--- config.mk ---
export PLATFORM = sky130hd
export DESIGN_NAME = riscv_boot_ctrl
export DESIGN_NICKNAME = d
export VERILOG_FILES = /design/src/rtl/riscv_boot_pkg.sv /design/src/rtl/boot_word_packer.sv /design/src/rtl/riscv_boot_ctrl.sv
export SDC_FILE = /design/constraint.sdc
export NUM_CORES = 1
export LEC_CHECK = 0
export BUFFER_PORTS_ARGS = -buffer_cell sky130_fd_sc_hd__buf_2
export CELL_PAD_IN_SITES_DETAIL_PLACEMENT = 2
export CELL_PAD_IN_SITES_GLOBAL_PLACEMENT = 2
export CORE_ASPECT_RATIO = 1.2
export CORE_MARGIN = 2
export CORE_UTILIZATION = 29
export CTS_CLUSTER_SIZE = 20
export DETAILED_ROUTE_END_ITERATION = 6
export PLACE_DENSITY_LB_ADDON = 0.2
export SETUP_SLACK_MARGIN = 0.05
export SLEW_MARGIN = 10
export SYNTH_ARGS = -nofsm -noshare
export SYNTH_HDL_FRONTEND = slang
export SYNTH_SLANG_ARGS = --single-unit
--- constraint.sdc ---
create_clock -name clk_i -period 2.8 [get_ports clk_i]
set_clock_uncertainty 0.2 [all_clocks]
set_input_delay 0.14 -clock clk_i [delete_from_list [all_inputs] [get_ports clk_i]]
set_output_delay 0.14 -clock clk_i [all_outputs]
set_load 0.01 [all_outputs]
--- src/rtl/riscv_boot_pkg.sv ---
// Shared types for the boot controller: FSM states, byte-count type, output bundle.
// Each state maps to one fixed output vector, so outputs can be registered alongside the state.
package riscv_boot_pkg;

  localparam int TIMEOUT_CYCLES_DEF = 1024;

  typedef enum logic [2:0] {
    ST_IDLE,
    ST_LOAD,
    ST_WRITE,
    ST_RUN,
    ST_ERROR
  } boot_state_e;

  typedef logic [1:0] byte_cnt_t;

  localparam byte_cnt_t BYTE_CNT_LAST = 2'd3;

  typedef struct packed {
    logic core_rst;
    logic done;
    logic err;
    logic busy;
    logic byte_ready;
    logic imem_we;
  } boot_outs_t;

  // Output vector presented while the FSM sits in state s.
  function automatic boot_outs_t state_outs(boot_state_e s);
    boot_outs_t o;
    o          = '0;
    o.core_rst = 1'b1;
    case (s)
      ST_LOAD: begin
        o.busy       = 1'b1;
        o.byte_ready = 1'b1;
      end
      ST_WRITE: begin
        o.busy    = 1'b1;
        o.imem_we = 1'b1;
      end
      ST_RUN: begin
        o.core_rst = 1'b0;
        o.done     = 1'b1;
      end
      ST_ERROR: o.err = 1'b1;
      default:  ;
    endcase
    return o;
  endfunction

endpackage

--- src/rtl/boot_word_packer.sv ---
// Packs accepted bytes little-endian into a word: the first byte lands in [7:0].
// clear_i discards a partial word (new load or timeout).
module boot_word_packer
  import riscv_boot_pkg::*;
#(
  parameter int DW = 32
) (
  input  logic          clk_i,
  input  logic          rst_ni,
  input  logic          clear_i,
  input  logic          accept_i,
  input  logic [7:0]    byte_i,
  output logic [DW-1:0] word_o,
  output logic          last_byte_o
);

  byte_cnt_t     byte_cnt;
  logic [DW-1:0] word_q;

  // NOTE: sequential state is written with <= only, so every register samples
  // pre-edge values and simulation matches the synthesized flops.
  always_ff @(posedge clk_i or negedge rst_ni) begin
    if (!rst_ni) begin
      byte_cnt <= '0;
      word_q   <= '0;
    end else if (clear_i) begin
      byte_cnt <= '0;
      word_q   <= '0;
    end else if (accept_i) begin
      byte_cnt <= byte_cnt + byte_cnt_t'(1);
      word_q   <= {byte_i, word_q[DW-1:8]};
    end
  end

  assign word_o      = word_q;
  assign last_byte_o = (byte_cnt == BYTE_CNT_LAST);

endmodule

--- src/rtl/riscv_boot_ctrl.sv ---
// Boot controller: streams an image into instruction memory, then releases core reset.
// Outputs are registered together with the state they belong to.
module riscv_boot_ctrl
  import riscv_boot_pkg::*;
#(
  parameter int DW             = 32,
  parameter int NO_OF_REGS     = 256,
  parameter int AW             = $clog2(NO_OF_REGS),
  parameter int TIMEOUT_CYCLES = TIMEOUT_CYCLES_DEF
) (
  input  logic          clk_i,
  input  logic          rst_ni,
  input  logic          start_i,
  input  logic [AW:0]   len_i,
  input  logic          byte_valid_i,
  input  logic [7:0]    byte_i,
  output logic          byte_ready_o,
  output logic          imem_we_o,
  output logic [AW-1:0] imem_addr_o,
  output logic [DW-1:0] imem_wdata_o,
  output logic          core_rst_o,
  output logic          busy_o,
  output logic          done_o,
  output logic          err_o
);

  localparam int          IW        = $clog2(TIMEOUT_CYCLES);
  localparam logic [IW-1:0] IDLE_LAST = IW'(TIMEOUT_CYCLES - 1);
  localparam logic [AW:0] MAX_LEN   = (AW + 1)'(NO_OF_REGS);

  boot_state_e   state;
  boot_outs_t    outs_q;
  logic [AW:0]   word_idx;
  logic [AW:0]   word_idx_inc;
  logic [AW:0]   len_q;
  logic [IW-1:0] idle_cnt;

  logic accept;
  logic last_byte;
  logic start_ok;
  logic len_ok;
  logic timeout;
  logic pack_clear;

  assign accept       = outs_q.byte_ready & byte_valid_i;
  assign start_ok     = start_i &&
                        (state == ST_IDLE || state == ST_RUN || state == ST_ERROR);
  assign len_ok       = (len_i != '0) && (len_i <= MAX_LEN);
  assign timeout      = (state == ST_LOAD) && !accept && (idle_cnt == IDLE_LAST);
  assign pack_clear   = start_ok || timeout;
  assign word_idx_inc = word_idx + (AW + 1)'(1);

  boot_word_packer #(
    .DW (DW)
  ) u_packer (
    .clk_i       (clk_i),
    .rst_ni      (rst_ni),
    .clear_i     (pack_clear),
    .accept_i    (accept),
    .byte_i      (byte_i),
    .word_o      (imem_wdata_o),
    .last_byte_o (last_byte)
  );

  // Every transition loads the output vector of the destination state, so
  // outputs change on the same edge as the state and never glitch.
  always_ff @(posedge clk_i or negedge rst_ni) begin
    if (!rst_ni) begin
      state    <= ST_IDLE;
      outs_q   <= state_outs(ST_IDLE);
      word_idx <= '0;
      len_q    <= '0;
      idle_cnt <= '0;
    end else begin
      case (state)
        ST_IDLE, ST_RUN, ST_ERROR: begin
          if (start_i) begin
            word_idx <= '0;
            idle_cnt <= '0;
            if (len_ok) begin
              len_q  <= len_i;
              state  <= ST_LOAD;
              outs_q <= state_outs(ST_LOAD);
            end else begin
              state  <= ST_ERROR;
              outs_q <= state_outs(ST_ERROR);
            end
          end
        end

        ST_LOAD: begin
          if (accept) begin
            idle_cnt <= '0;
            if (last_byte) begin
              state  <= ST_WRITE;
              outs_q <= state_outs(ST_WRITE);
            end
          end else if (timeout) begin
            idle_cnt <= '0;
            state    <= ST_ERROR;
            outs_q   <= state_outs(ST_ERROR);
          end else begin
            idle_cnt <= idle_cnt + IW'(1);
          end
        end

        ST_WRITE: begin
          // len_q never exceeds NO_OF_REGS, so the address stops at NO_OF_REGS-1.
          word_idx <= word_idx_inc;
          idle_cnt <= '0;
          if (word_idx_inc == len_q) begin
            state  <= ST_RUN;
            outs_q <= state_outs(ST_RUN);
          end else begin
            state  <= ST_LOAD;
            outs_q <= state_outs(ST_LOAD);
          end
        end

        default: begin
          state  <= ST_IDLE;
          outs_q <= state_outs(ST_IDLE);
        end
      endcase
    end
  end

  assign byte_ready_o = outs_q.byte_ready;
  assign imem_we_o    = outs_q.imem_we;
  assign imem_addr_o  = word_idx[AW-1:0];
  assign core_rst_o   = outs_q.core_rst;
  assign busy_o       = outs_q.busy;
  assign done_o       = outs_q.done;
  assign err_o        = outs_q.err;

endmodule

## Word level (Yosys, flattened, before mapping)

Cells that the tools add are included.

| operators by class | value |
|---|---|
| multiplexer cells | 24 |
| equal/unequal tests | 10 |
| bitwise gates (word level) | 1 |
| $lt $le $gt $ge | 1 |
| add/sub/neg operators | 3 |
| reduce and logical (&&, ||, !) cells | 18 |

Operators by type and width:

| cell | number |
|---|---|
| $mux 32 | 2 |
| $mux 10 | 3 |
| $mux 6 | 5 |
| $pmux 10 s3 | 1 |
| $pmux 6 s3 | 1 |
| $pmux 9 s2 | 1 |
| $mux 3 | 5 |
| $add 10x1->10 const B | 1 |
| $eq 10x10->1 const B | 1 |
| $add 9x1->9 const B | 1 |
| $eq 9x9->1 | 1 |
| $le 9x9->1 const B | 1 |
| $mux 9 | 1 |
| $pmux 3 s3 | 1 |
| $reduce_bool 9->1 | 1 |
| $eq 3x2->1 const B | 2 |
| $mux 2 | 3 |
| $ne 3x3->1 const B | 2 |
| $reduce_and 3->1 | 2 |
| $logic_and 1x1->1 | 4 |
| $mux 4 | 1 |
| $reduce_and 2->1 | 2 |
| $reduce_bool 2->1 | 2 |
| $eq 3x1->1 const B | 1 |
| 10 further kinds | 12 |

| storage, ports and cells | value |
|---|---|
| output and inout bits | 46 |
| bits of input ports | 21 |
| logic and storage cells | 69 |
| register bits | 71 |

## Logic depth before layout (Yosys ltp)

| depth | value |
|---|---|
| depth in word-level cells | 7 |
| mapped depth | 8 |

## By module

Synthesis repeated with hierarchy kept, for this count alone.

| unflattened totals | value |
|---|---|
| cell total of the unflattened synthesis | 336 |
| area total of the unflattened synthesis | 3492.1 um^2 |

By module, submodules not included:

| module | instances | sequential area each (um^2) | area each (um^2) | cells each |
|---|---|---|---|---|
| riscv_boot_ctrl | 1 | 902.1 | 2073.2 | 225 |
| boot_word_packer | 1 | 850.8 | 1418.9 | 111 |

## Worst setup path after synthesis

OpenSTA, ideal clock, no wires.

| timing path | value |
|---|---|
| path kind | register to register |
| start | register word_idx[0] |
| end | register outs_q (netlist bit busy_o) |
| cell stages (with the launch flop) | 9 |
| arrival | 1936 ps |
| slack | 526 ps |
| setup time | 138 ps |
| data required time | 2462 ps |
| period minus slack after synthesis | 2274 ps |
| cell sequence | dfrtp_1 ha_1 buf_6 a21oi_1 o31ai_2 a2111oi_4 a41oi_2 nor4_4 o211ai_1 |

| on the way | value |
|---|---|
| longest elaborated chain between the ends | 4 |

RTL lines:

| element | RTL line | text |
|---|---|---|
| start, declared | riscv_boot_ctrl.sv:33 | `logic [AW:0] word_idx;` |
| start signal, assigned | riscv_boot_ctrl.sv:109 | `word_idx <= word_idx_inc;` |
| $add 9x1->9 | riscv_boot_ctrl.sv:51 | `assign word_idx_inc = word_idx + (AW + 1)'(1);` |
| $eq 9x9->1 | riscv_boot_ctrl.sv:111 | `if (word_idx_inc == len_q) begin` |
| $mux 6 | riscv_boot_ctrl.sv:111 |  |
| $pmux 6 s3 | riscv_boot_ctrl.sv:75 | `case (state)` |
| end signal, assigned | riscv_boot_ctrl.sv:83 | `outs_q <= state_outs(ST_LOAD);` |
| end signal, assigned | riscv_boot_ctrl.sv:113 | `outs_q <= state_outs(ST_RUN);` |
| end signal, assigned | riscv_boot_ctrl.sv:116 | `outs_q <= state_outs(ST_LOAD);` |
| end, declared | riscv_boot_ctrl.sv:32 | `boot_outs_t outs_q;` |

No other way between the ends.
A chain may end at the register's enable or synchronous reset.

## Final worst setup path

| timing path | value |
|---|---|
| start | register word_idx[0] |
| end | register state[1] |

| on the way | value |
|---|---|
| longest elaborated chain between the ends | 4 |

RTL lines:

| element | RTL line | text |
|---|---|---|
| $add 9x1->9 | riscv_boot_ctrl.sv:51 |  |
| $eq 9x9->1 | riscv_boot_ctrl.sv:111 |  |
| $mux 2 | riscv_boot_ctrl.sv:111 |  |
| $pmux 3 s3 | riscv_boot_ctrl.sv:75 |  |
| end signal, assigned | riscv_boot_ctrl.sv:82 | `state <= ST_LOAD;` |
| end signal, assigned | riscv_boot_ctrl.sv:112 | `state <= ST_RUN;` |
| end signal, assigned | riscv_boot_ctrl.sv:115 | `state <= ST_LOAD;` |
| end, declared | riscv_boot_ctrl.sv:31 | `boot_state_e state;` |

No other way between the ends.

==> out/metrics.csv <==
metric,value,unit
n_diodes,0,
Multi-input gate area,1540,um^2
clk sinks,70,
most frequent cells in the layout,"88 x nand2_1, 69 x dfrtp_1, 65 x buf_2",
CTS Buf Count,9,
Synth Flop Type,dfrtp_1,
flip-flop and latch count after synthesis,70,
CP Capture Type,register,
initial antenna violation count,0,
Worst path max stage delay,0.48,ns
RSZ-0062 raised after global routing,false,
Fill cells,1345,
"Slew Viols, Final",0,
Worst-path clk slew,0.06,ns
leakage power,0.00198,uW
largest net degree at the start of global routing,71,
total die area,12900,um^2
post_cts resized,0,
Setup Viol. Count Final,0,
Core Rows,43,
Wirelength per Cell,16.7,um
startpoint class of the critical path,register,
Final Hold Viols,0,
vias post-DR,2970,
largest cells by area after synthesis,"dfrtp_1 50%, nand2_1 9.5%, a21oi_1 5.9%, xnor2_1 3.3%, mux2_2 3.2%",
Ports,67,
min Tclk post-route,2.53,ns
worst r2r src,word_idx[0]$_DFFE_PN0P_,
hold path start,start_i,
register area,1750,um^2
post-synth top area share,0.497,
vias in the first global route,3222,
total power,3360,uW
Max Buffers Root-to-Sink,2,
Critical Path AT,2.60,ns
router iterations before antenna repair,3,
CP bufs+invs,0,
Tcrit/Tclk final,0.905,
# DRC,0,
Hold WC Path Type,in -> reg,
asr flop ratio synth,1.00,
Chip Width,104,um
crit-path cells,ha_1 > a21oi_1 > o31ai_2 > a2111oi_4 > a41oi_2 > nor4_4 > a221o_1,
Detailed Place HPWL,6900,um
Core Area,11600,um^2
Layout Nets,464,
Syn Area/Cell,9.49,um^2
status,"finished, final reports clean",
worst hold path depth,4,
Yosys warnings,0,
total grt overflow,0,
Yosys cell types,48,
WHS Endpoint,busy_o$_DFFE_PN0P_,
flop2flop setup slack,0.27,ns
Placer Congestion,0.730,
worst-skew pair later-pin latency,0.33,ns
"commonest non-fill, non-tap cell in the layout",nand2_1,
maximum clock rate,395,MHz
CP Max Fanout,9,
relative slew slack,0.385,
R2R depth,7,
vias per cell,4.93,
Top delay family on crit path,compound AO/OA/AOI/OAI gates,
Clock Tree Root,clkbuf_16,
Inst Count DP,567,
Post-synth EDFFs,0,
share of cells above drive strength 1,0.249,
PwrDens,769,nW/um^2
P&R area growth vs syn,25.6,%
capture point of the worst reg-to-reg path,state[1]$_DFFE_PN0P_,
initial core utilization,0.299,
Max VDD drop,0.306,mV
Crit path required time,2.86,ns
cell taking the most area after synthesis,dfrtp_1,
Mapped Nets,390,
GRT Total Usage,0.166,
Sum Neg Setup Slack,0,ns
first-pass GRT wire length,16800,um
Max Cap Viol,0,
Die Y,124,um
DRT antenna net count,0,
CTS tree,built,
Final Non-Filler Cells,602,
htree depth,3,
Post-Synthesis Cells,366,
slowest CP cell,dfrtp_1,
Initial DRC Count,70,
synthesized area,3470,um^2
WS Path Type,reg -> reg,
worst-margin pin slew,0.922,ns
register area share after synthesis,0.505,
port buffer count,66,
final WL,10100,um
-- final cells by class --
class	instances	area share
clock buffers	13	0.0619
clock inverters	3	0.00401
inverters	3	0.00258
multi-input cells	264	0.353
flip-flops and latches	70	0.402
well taps	157	0.0450
repair buffers	92	0.132
-- sequential cells by signal, summed over array words and instances (netlist names) --
signal             count
word_idx               9
core_rst_o             1
done_o                 1
u_packer.word_o       32
idle_cnt              10
byte_ready_o           1
len_q                  9
imem_we_o              1
busy_o                 1
state                  3
u_packer.byte_cnt      2
-- cell usage after synthesis (2+ instances only) --
master and instances:
xor2_1 3, buf_4 10, o211ai_1 2, a21oi_2 2
a31oi_1 2, buf_2 3, nor2_1 15, xnor2_1 13
a21o_1 2, o41ai_1 2, o31ai_1 4, nor3_1 5
or3_1 2, a21oi_1 41, and2_1 2, ha_1 3
nand3_1 8, nand2b_1 3, inv_1 3, nor4_1 4
nand2_1 88, and3_1 3, mux2_2 10, nor2b_1 2
buf_6 3, mux2i_1 3, o21ai_0 21, dfrtp_1 69
nand4_1 4, and2b_1 2, a22o_1 4, clkbuf_1 12
-- where the power goes --
group          total, uW  switching (uW)  internal, uW
Clock               1090             423           669
Combinational        915             540           375
Sequential          1350             168          1180
-- what timing repair did --
item                                   4_1_cts  5_1_grt
endpoints found under the hold margin       87        0
setup buffers                                0        0
hold buffers                                19        0
-- logic make-up (layout without fill, tap and decap cells) --
kind of cell               after synthesis  count (layout)  share of synthesized area
muxes                                   13              13                     0.0411
DFF                                     70              70                      0.505
adders and majority gates                3               3                     0.0108
AOI/OAI and AO/OA                       87              87                      0.155
buffers and inverters                   32             111                     0.0533
and+or+nand+nor                        144             144                      0.190
xor gates and xnor gates                17              17                     0.0450
-- metrics by stage --
stage / hold slack, ns / utilization / setup WS [ns] / cell area [um^2]
final: 0.132 / 0.376 / 0.267 / 4360
after global routing: 0.173 / 0.376 / 0.116 / 4360
after CTS: 0.134 / 0.376 / 0.254 / 4360
after detailed placement: 0.151 / 0.334 / 0.253 / 3890
after global placement: 0.150 / 0.334 / 0.368 / 3890
after floorplan: -0.356 / - / 0.526 / 3470
-- layer usage --
layer | GRT usage | share of wire | vias up
li1 | - | - | 1402
met1 | 0.198 | 0.43 | 1511
met2 | 0.294 | 0.52 | 48
met3 | 0.0398 | 0.035 | 9
met4 | 0.0617 | 0.013 | 0
met5 | 0 | 0 | -
-- worst max-delay path by stage --
| stage | slack [ns] | endpoint | from | cells after the start |
|---|---|---|---|---|
| after global placement | 0.37 | busy_o$_DFFE_PN0P_ | word_idx[0]$_DFFE_PN0P_ | 7 |
| after global routing | 0.12 | busy_o$_DFFE_PN0P_ | word_idx[0]$_DFFE_PN0P_ | 7 |
| final | 0.27 | state[1]$_DFFE_PN0P_ | word_idx[0]$_DFFE_PN0P_ | 7 |
| after CTS | 0.25 | byte_ready_o$_DFFE_PN0P_ | word_idx[0]$_DFFE_PN0P_ | 7 |
| after detailed placement | 0.25 | byte_ready_o$_DFFE_PN0P_ | word_idx[0]$_DFFE_PN0P_ | 7 |
| after floorplan | 0.53 | busy_o$_DFFE_PN0P_ | word_idx[0]$_DFFE_PN0P_ | 8 |
-- worst reg2reg max path, stage by stage (launching register included) --
cell and delay, ns:
dfrtp_1 0.48, ha_1 0.35, a21oi_1 0.19, o31ai_2 0.10, a2111oi_4 0.38, a41oi_2 0.09, nor4_4 0.45, a221o_1 0.23
No activity file was read; power rests on OpenSTA's default activity.
